--- src/rtl/pc_sequencer.sv ---
// Fetch program counter and scheduler for the one shared 32-bit PC adder.
// Optional macro PC_ALIGN_CHECK_EN traps misaligned redirect targets instead of truncating them.
module pc_sequencer #(
  parameter int          DATA_W     = 32,
  parameter logic [31:0] RESET_PC   = 32'h0000_0000,
  parameter logic [31:0] EXC_VECTOR = 32'h0000_0080
) (
  input  logic              clock,
  input  logic              reset_n,
  input  logic              stall,
  input  logic              imem_ready,
  input  logic              branch_req,
  input  logic              branch_taken,
  input  logic [DATA_W-1:0] branch_base,
  input  logic [DATA_W-1:0] branch_offset,
  input  logic              jump_req,
  input  logic [DATA_W-1:0] jump_target,
  input  logic              exc_req,
  output logic [DATA_W-1:0] pc,
  output logic              pc_valid,
  output logic              flush,
  output logic              pc_misalign
);

  typedef enum logic [1:0] {RST, FETCH, BRCALC} state_t;

  state_t            state, state_nxt;
  logic [DATA_W-1:0] pc_nxt;
  logic              flush_nxt, misalign_nxt;
  logic [DATA_W-1:0] base_p0, off_p0;
  logic              capture;
  logic [DATA_W-1:0] add_a, add_b, add_sum;
  logic              target_bad;
  logic [DATA_W-1:0] target_sel, target_pc;

  function automatic logic [DATA_W-1:0] align_target(input logic [DATA_W-1:0] t);
    return {t[DATA_W-1:2], 2'b00};
  endfunction

  // Single adder; BRCALC borrows it for the branch target, otherwise PC+4
  always_comb begin
    add_a   = (state == BRCALC) ? base_p0 : pc;
    add_b   = (state == BRCALC) ? off_p0 : DATA_W'(4);
    add_sum = add_a + add_b;
  end

  assign target_sel = (state == BRCALC) ? add_sum : jump_target;

`ifdef PC_ALIGN_CHECK_EN
  assign target_bad = (target_sel[1:0] != 2'b00);
  assign target_pc  = target_bad ? EXC_VECTOR : target_sel;
`else
  assign target_bad = 1'b0;
  assign target_pc  = align_target(target_sel);
`endif

  always_comb begin
    state_nxt    = state;
    pc_nxt       = pc;
    flush_nxt    = 1'b0;
    misalign_nxt = 1'b0;
    capture      = 1'b0;
    unique case (state)
      RST: begin
        state_nxt = FETCH;
      end
      FETCH: begin
        if (exc_req) begin
          pc_nxt    = EXC_VECTOR;
          flush_nxt = 1'b1;
        end else if (jump_req) begin
          pc_nxt       = target_pc;
          flush_nxt    = 1'b1;
          misalign_nxt = target_bad;
        end else if (branch_req && branch_taken) begin
          capture   = 1'b1;
          state_nxt = BRCALC;
        end else if (pc_valid && imem_ready && !stall) begin
          pc_nxt = add_sum;
        end
      end
      BRCALC: begin
        state_nxt = FETCH;
        flush_nxt = 1'b1;
        if (exc_req) begin
          pc_nxt = EXC_VECTOR;
        end else begin
          pc_nxt       = target_pc;
          misalign_nxt = target_bad;
        end
      end
      default: begin
        state_nxt = RST;
      end
    endcase
  end

  always_ff @(posedge clock or negedge reset_n) begin
    if (!reset_n) begin
      state       <= RST;
      pc          <= RESET_PC;
      pc_valid    <= 1'b0;
      flush       <= 1'b0;
      pc_misalign <= 1'b0;
    end else begin
      state       <= state_nxt;
      pc          <= pc_nxt;
      pc_valid    <= (state_nxt == FETCH);
      flush       <= flush_nxt;
      pc_misalign <= misalign_nxt;
    end
  end

  // Branch operands are pure data; a reset returns to RST, which never reads them
  always_ff @(posedge clock) begin
    if (capture) begin
      base_p0 <= branch_base;
      off_p0  <= branch_offset;
    end
  end

endmodule

--- config.mk ---
export PLATFORM = sky130hd
export DESIGN_NAME = pc_sequencer
export DESIGN_NICKNAME = d
export VERILOG_FILES = /design/src/rtl/pc_sequencer.sv
export SDC_FILE = /design/constraint.sdc
export NUM_CORES = 1
export LEC_CHECK = 0
export CAP_MARGIN = 10
export CORE_MARGIN = 2
export CORE_UTILIZATION = 50
export DETAILED_ROUTE_END_ITERATION = 16
export GPL_TIMING_DRIVEN = 0
export PLACE_DENSITY = 0.85
export REMOVE_ABC_BUFFERS = 1
export SLEW_MARGIN = 20
export SYNTH_ARGS = -nofsm -noshare
export SYNTH_HDL_FRONTEND = slang
export SYNTH_SLANG_ARGS = --single-unit
export TNS_END_PERCENT = 1
--- constraint.sdc ---
create_clock -name clock -period 7 [get_ports clock]
set_clock_uncertainty 0.15 [all_clocks]
set_input_delay 1.4 -clock clock [delete_from_list [all_inputs] [get_ports clock]]
set_output_delay 1.4 -clock clock [all_outputs]
set_load 0.02 [all_outputs]
### Yosys cells after proc, flatten, opt, wreduce, memory -nomap -nowiden

Cells that the tools add are included.

| cells by class | value |
|---|---|
| equality and inequality tests | 5 |
| reductions and logical operators | 8 |
| mux-type cells | 20 |
| add/subtract/negate cells | 1 |

Operator list:

| operator | count |
|---|---|
| 32-bit two-way mux | 8 |
| 32-bit one-hot mux with 2 select lines | 1 |
| 32-bit adder | 1 |
| 4-bit != test (second input constant) | 2 |
| 1-bit two-way mux | 6 |
| 2-bit two-way mux | 3 |
| 2-bit by 1-bit == test with 1-bit output (second input constant) | 2 |
| 2-bit one-hot mux with 2 select lines | 1 |
| 1-bit logical AND | 3 |
| 3-bit AND reduction | 1 |
| 2-bit == test (second input constant) | 1 |
| 2-bit zero test | 1 |
| 1-bit one-hot mux with 2 select lines | 1 |
| 2-bit nonzero test | 1 |
| 2-bit OR reduction | 1 |
| 1-bit zero test | 1 |

| word-level totals | value |
|---|---|
| input bits | 104 |
| logic and storage cells | 40 |
| output and inout bits | 35 |
| bits in registers | 100 |

### Longest topological paths before layout

| logic depth | value |
|---|---|
| depth after elaboration | 8 |
| mapped depth | 17 |
| gate-level depth less buffers | 15 |

### Least setup slack after synthesis

Ideal clock, no wire load.

| timing | value |
|---|---|
| kind | flip-flop to flip-flop |
| start | register state[0] |
| end | register pc[30] |
| period minus slack after synthesis | 4.092 ns |
| path buffers | 2 |
| setup time | 0.142 ns |
| setup slack | 2.908 ns |
| arrival | 3.800 ns |
| stages on the path, launching flop included | 18 |
| data required time | 6.708 ns |
| path through | dfrtp_1 inv_1 ha_1 clkbuf_1 clkbuf_1 mux2_2 ha_1 inv_1 fa_1 nor2b_4 o2111a_1 o31a_1 o41ai_4 o21ai_2 a41oi_2 o21ai_1 xnor2_1 o221ai_1 |

| between the ends | value |
|---|---|
| cells in the longest elaborated chain, start to end | 8 |
| elaborated cells on any way between the ends | 16 |
| those cells by class | add/sub: 1; eq/ne: 4; mux: 9; reduce/logical: 2 |

Ends and longest elaborated chain:

| element | RTL line | RTL |
|---|---|---|
| start: declaration | 27 | `state_t state, state_nxt;` |
| start signal: assignment | 106 | `state <= state_nxt;` |
| 2-bit == test | - |  |
| 32-bit two-way mux (on tied branches) | 42, 43 |  |
| 32-bit adder | 44 | `add_sum = add_a + add_b;` |
| 32-bit two-way mux | 78 | `end else if (pc_valid && imem_ready && !stall) begin` |
| 32-bit two-way mux | 75 | `end else if (branch_req && branch_taken) begin` |
| 32-bit two-way mux | 71 | `end else if (jump_req) begin` |
| 32-bit two-way mux | 68 | `if (exc_req) begin` |
| 32-bit one-hot mux with 2 select lines | 63 | `unique case (state)` |
| end signal: assignment | 107 | `pc <= pc_nxt;` |
| end: declaration | 19 | `output logic [DATA_W-1:0] pc,` |

Parallel ways exist; a longest one is shown, timed or not. The select of a mux whose other input is x is not followed.
A chain may end at the register's enable or synchronous reset.

### Worst setup path after layout

Same ends and word-level chain as after synthesis.

==> flow_summary_export.csv <==
group,metric,value,unit
global_routing,grt_overflow,0,
power_and_ir_drop,vdd_ir_drop_max,350,uV
critical_path,cp-start-kind,"flop",
global_routing,use_met2,43.0,%
power_and_ir_drop,p_int,1510,uW
final_layout,layout-drive-gt1-share,9.43,%
critical_path,crit_start,"state[0]",
yosys,async_reset_ff_share,36.0,%
power_and_ir_drop,p_per_area,300,nW/um^2
yosys,synth_cell_type_count,55,
clock_network,clk_path_buf_depth,2,
floorplan,start_util,51.4,%
route,drt_wl_total,15.5,mm
critical_path,critPathKind,"reg2reg",
critical_path,critical_path.max_stage_delay,0.50,ns
final_layout,multi_input_area,2910,sq um
global_routing,grt_pass1_wl,25.0,mm
critical_path,r2r_slack,2.47,ns
critical_path,cp.depth,16,
power_and_ir_drop,p_comb_share,42.1,%
power_and_ir_drop,swShare,35.1,%
critical_path,cp_max_fo,24,
placement,dpl_cell_area,7390,sq um
critical_path,crit_buf_inv,3,
yosys,syn_area,5870,sq um
flow_run,maxCapViolations,0,
clock_network,post_cts_buffers,0,
clock_network,clk_latency,0.36,ns
timing,rsz0062_at_grt,"no",
final_layout,fillers,874,
placement,placed_cells,806,
route,vias_per_cell,5.68,
outcome,status,"completed",
critical_path,r2r_cells,16,
floorplan,io_pins,139,
critical_path,path_cells,"inv_1 > ha_2 > buf_12 > mux2_2 > ha_1 > inv_1 > fa_1 > nor2b_4 > o2111a_1 > o31a_1 > o41ai_4 > o21ai_2 > a41oi_2 > o21ai_1 > xnor2_1 > o221ai_1",
clock_network,cts_tree,"yes",
timing,maxSlewViolCount,0,
global_routing,use_met1,31.5,%
global_routing,grt_use_met3,6.70,%
clock_network,cts_repair_resize_count,0,
yosys,syn_area_per_cell,10.6,sq um
yosys,synth_flop_cell,"edfxtp_1",
final_layout,seq_area,2820,sq um
timing,fin_crit,4.53,ns
placement,dp_hpwl,11.3,mm
clock_network,root_buffer,"clkbuf_16",
power_and_ir_drop,p_total,2320,uW
critical_path,slowest_stage,"o41ai_4",
timing,min_period_over_period,64.7,%
timing,relSlewSlack,34.2,%
route,firstDrtPassIters,5,
final_layout,finalNonFillerCells,822,
critical_path,critical_path_required,7.05,ns
yosys,synth-seq-cells,100,
final_layout,syn2layout_area_growth,31.6,%
final_layout,final_util,67.7,%
clock_network,cts_buffers,9,
yosys,synth_cells,554,
final_layout,diodes,0,
clock_network,hold_buffers,0,
critical_path,cp.arrival,4.58,ns
route,drt_iter0_drc,242,
critical_path,crit_family,"compound AO/OA/AOI/OAI gates",
critical_path,worstReg2RegEnd,"pc[30]",
route,num_vias,4668,
timing,hold_viol_final,0,
critical_path,path_common_cell,"inv_1",
final_layout,layout_commonest_cell,"clkdlybuf4s50_1",
yosys,ys_seq_area_share,48.1,%
timing,fmax,221,MHz
floorplan,dieHeight,112,um
floorplan,fp-row-count,39,
route,drt-wirelength-per-cell,18.9,um
timing,setup_tns,0,ns
placement,portBuffers,135,
power_and_ir_drop,p_leak,0.00305,uW
power_and_ir_drop,p_clk_share,24.4,%
floorplan,die_area,12600,sq um
route,antenna_left,0,
global_routing,grt_pass1_vias,4992,
floorplan,core-area,11400,sq um
yosys,yosysWarnings,0,
placement,gp_congestion,0.906,
power_and_ir_drop,netSwitchingPower,815,uW
global_routing,antenna_found_initial,0,
clock_network,cts_htree_levels,3,
global_routing,grt_max_degree,44,
critical_path,cp-end-kind,"flop",
route,drc,0,
clock_network,numClockSinks,100,
clock_network,path_clk_slew,0.07,ns
yosys,synth_edf_count,64,
global_routing,grt_usage,25.2,%
final_layout,nNetsFinal,815,
critical_path,cp-endpoint,"pc[30]",
worst_hold_path,hp-class,"reg2reg",
final_layout,layout_common_cells,"clkdlybuf4s50_1, nand2_1, edfxtp_1",
critical_path,rr_startpoint,"state[0]",
timing,setup_viol,0,
timing,worst_slew_pin_slew,0.983,ns
global_routing,grt.busiest_layer,"met2",
power_and_ir_drop,seqPwrFrac,33.4,%
final_layout,final_cell_area,7730,sq um
floorplan,die_w,112,um
-- worst reg2reg max path, delay by kind of cell, from the launching register on --
| family | cells | cell delay [ns] |
|---|---|---|
| buffers and inverters | 3 | 0.46 |
| flip-flops | 1 | 0.42 |
| adder cells (fa/ha/maj) | 3 | 0.94 |
| AO/OA/AOI/OAI | 7 | 1.79 |
| multiplexers | 1 | 0.36 |
| XOR/XNOR | 1 | 0.18 |
| AND/OR/NAND/NOR | 1 | 0.06 |
-- Yosys cell counts (all sizes together), types with 5 or more instances --
cell | n | area, sq um
inv | 10 | 37.5
o21bai | 5 | 37.5
dfrtp | 36 | 901
a22o | 9 | 78.8
and2 | 32 | 200
a21oi | 39 | 195
edfxtp | 64 | 1920
a21o | 16 | 120
ha | 36 | 450
nor2 | 34 | 128
clkbuf | 29 | 109
nor2b | 5 | 38.8
nor3 | 11 | 55.1
nand4 | 6 | 37.5
xnor2 | 16 | 140
o21ai | 24 | 124
mux2 | 30 | 338
xor2 | 11 | 96.3
nand2 | 67 | 251
nand3 | 6 | 30.0
o221ai | 17 | 149
-- cell families (layout without fill, tap and decap cells) --
logic type / Yosys count / count (layout) / share of synthesized area [%]
xor gates and xnor gates: 27 / 27 / 4.03
muxes: 32 / 32 / 6.09
AOI/OAI and AO/OA: 140 / 140 / 16.7
buffers and inverters: 41 / 166 / 2.68
other: 1 / 1 / 0.0639
adders and majority gates: 37 / 37 / 8.01
and+or+nand+nor: 176 / 176 / 14.4
DFF: 100 / 100 / 48.1
-- how the worst min path moves through the flow --
stage          startpoint       end  slack [ns]  cells past startpoint
2_1_floorplan    state[0]  state[0]        0.44                      2
3_3_place_gp        pc[7]     pc[7]        0.34                      2
3_5_place_dp       pc[19]    pc[19]        0.35                      2
4_1_cts             pc[0]     pc[0]        0.36                      2
5_1_grt            pc[23]    pc[23]        0.40                      2
6_report            pc[0]     pc[0]        0.35                      2
-- final cells by class --
cell class	count	area share (%)
Timing Repair Buffer	140	18.7
Inverter	10	0.486
Multi-Input combinational cell	413	37.6
Sequential cell	100	36.5
Clock inverter	4	1.28
Clock buffer	12	3.06
Tap cell	143	2.31
-- routing by layer --
metal  vias to the layer above  share of wire, %
met5                         -                 0
met4                         0               1.8
met3                        24               6.8
met2                       156                50
met1                      2218                41
li1                       2270                 -
-- power groups by stage --
stage                     Clock [uW]  Combinational [uW]  Sequential (uW)
after global routing             597                1060              786
after detailed placement           0                 972              786
final                            567                 978              775
after floorplan                    0                 510              857
after global placement             0                 912              783
after CTS                        570                 980              775
-- state kept, by name, indices dropped and copies added, names as in the netlist --
register / count
base_p0: 32
pc_valid: 1
state: 2
flush: 1
off_p0: 32
pc: 32
-- through the flow --
stage	hold WS (ns)	worst slack [ns]
final	0.354	2.47
after detailed placement	0.352	2.54
after global routing	0.400	2.21
after floorplan	0.444	2.69
after CTS	0.360	2.50
after global placement	0.339	1.72
No activity file was read; power rests on OpenSTA's default activity.
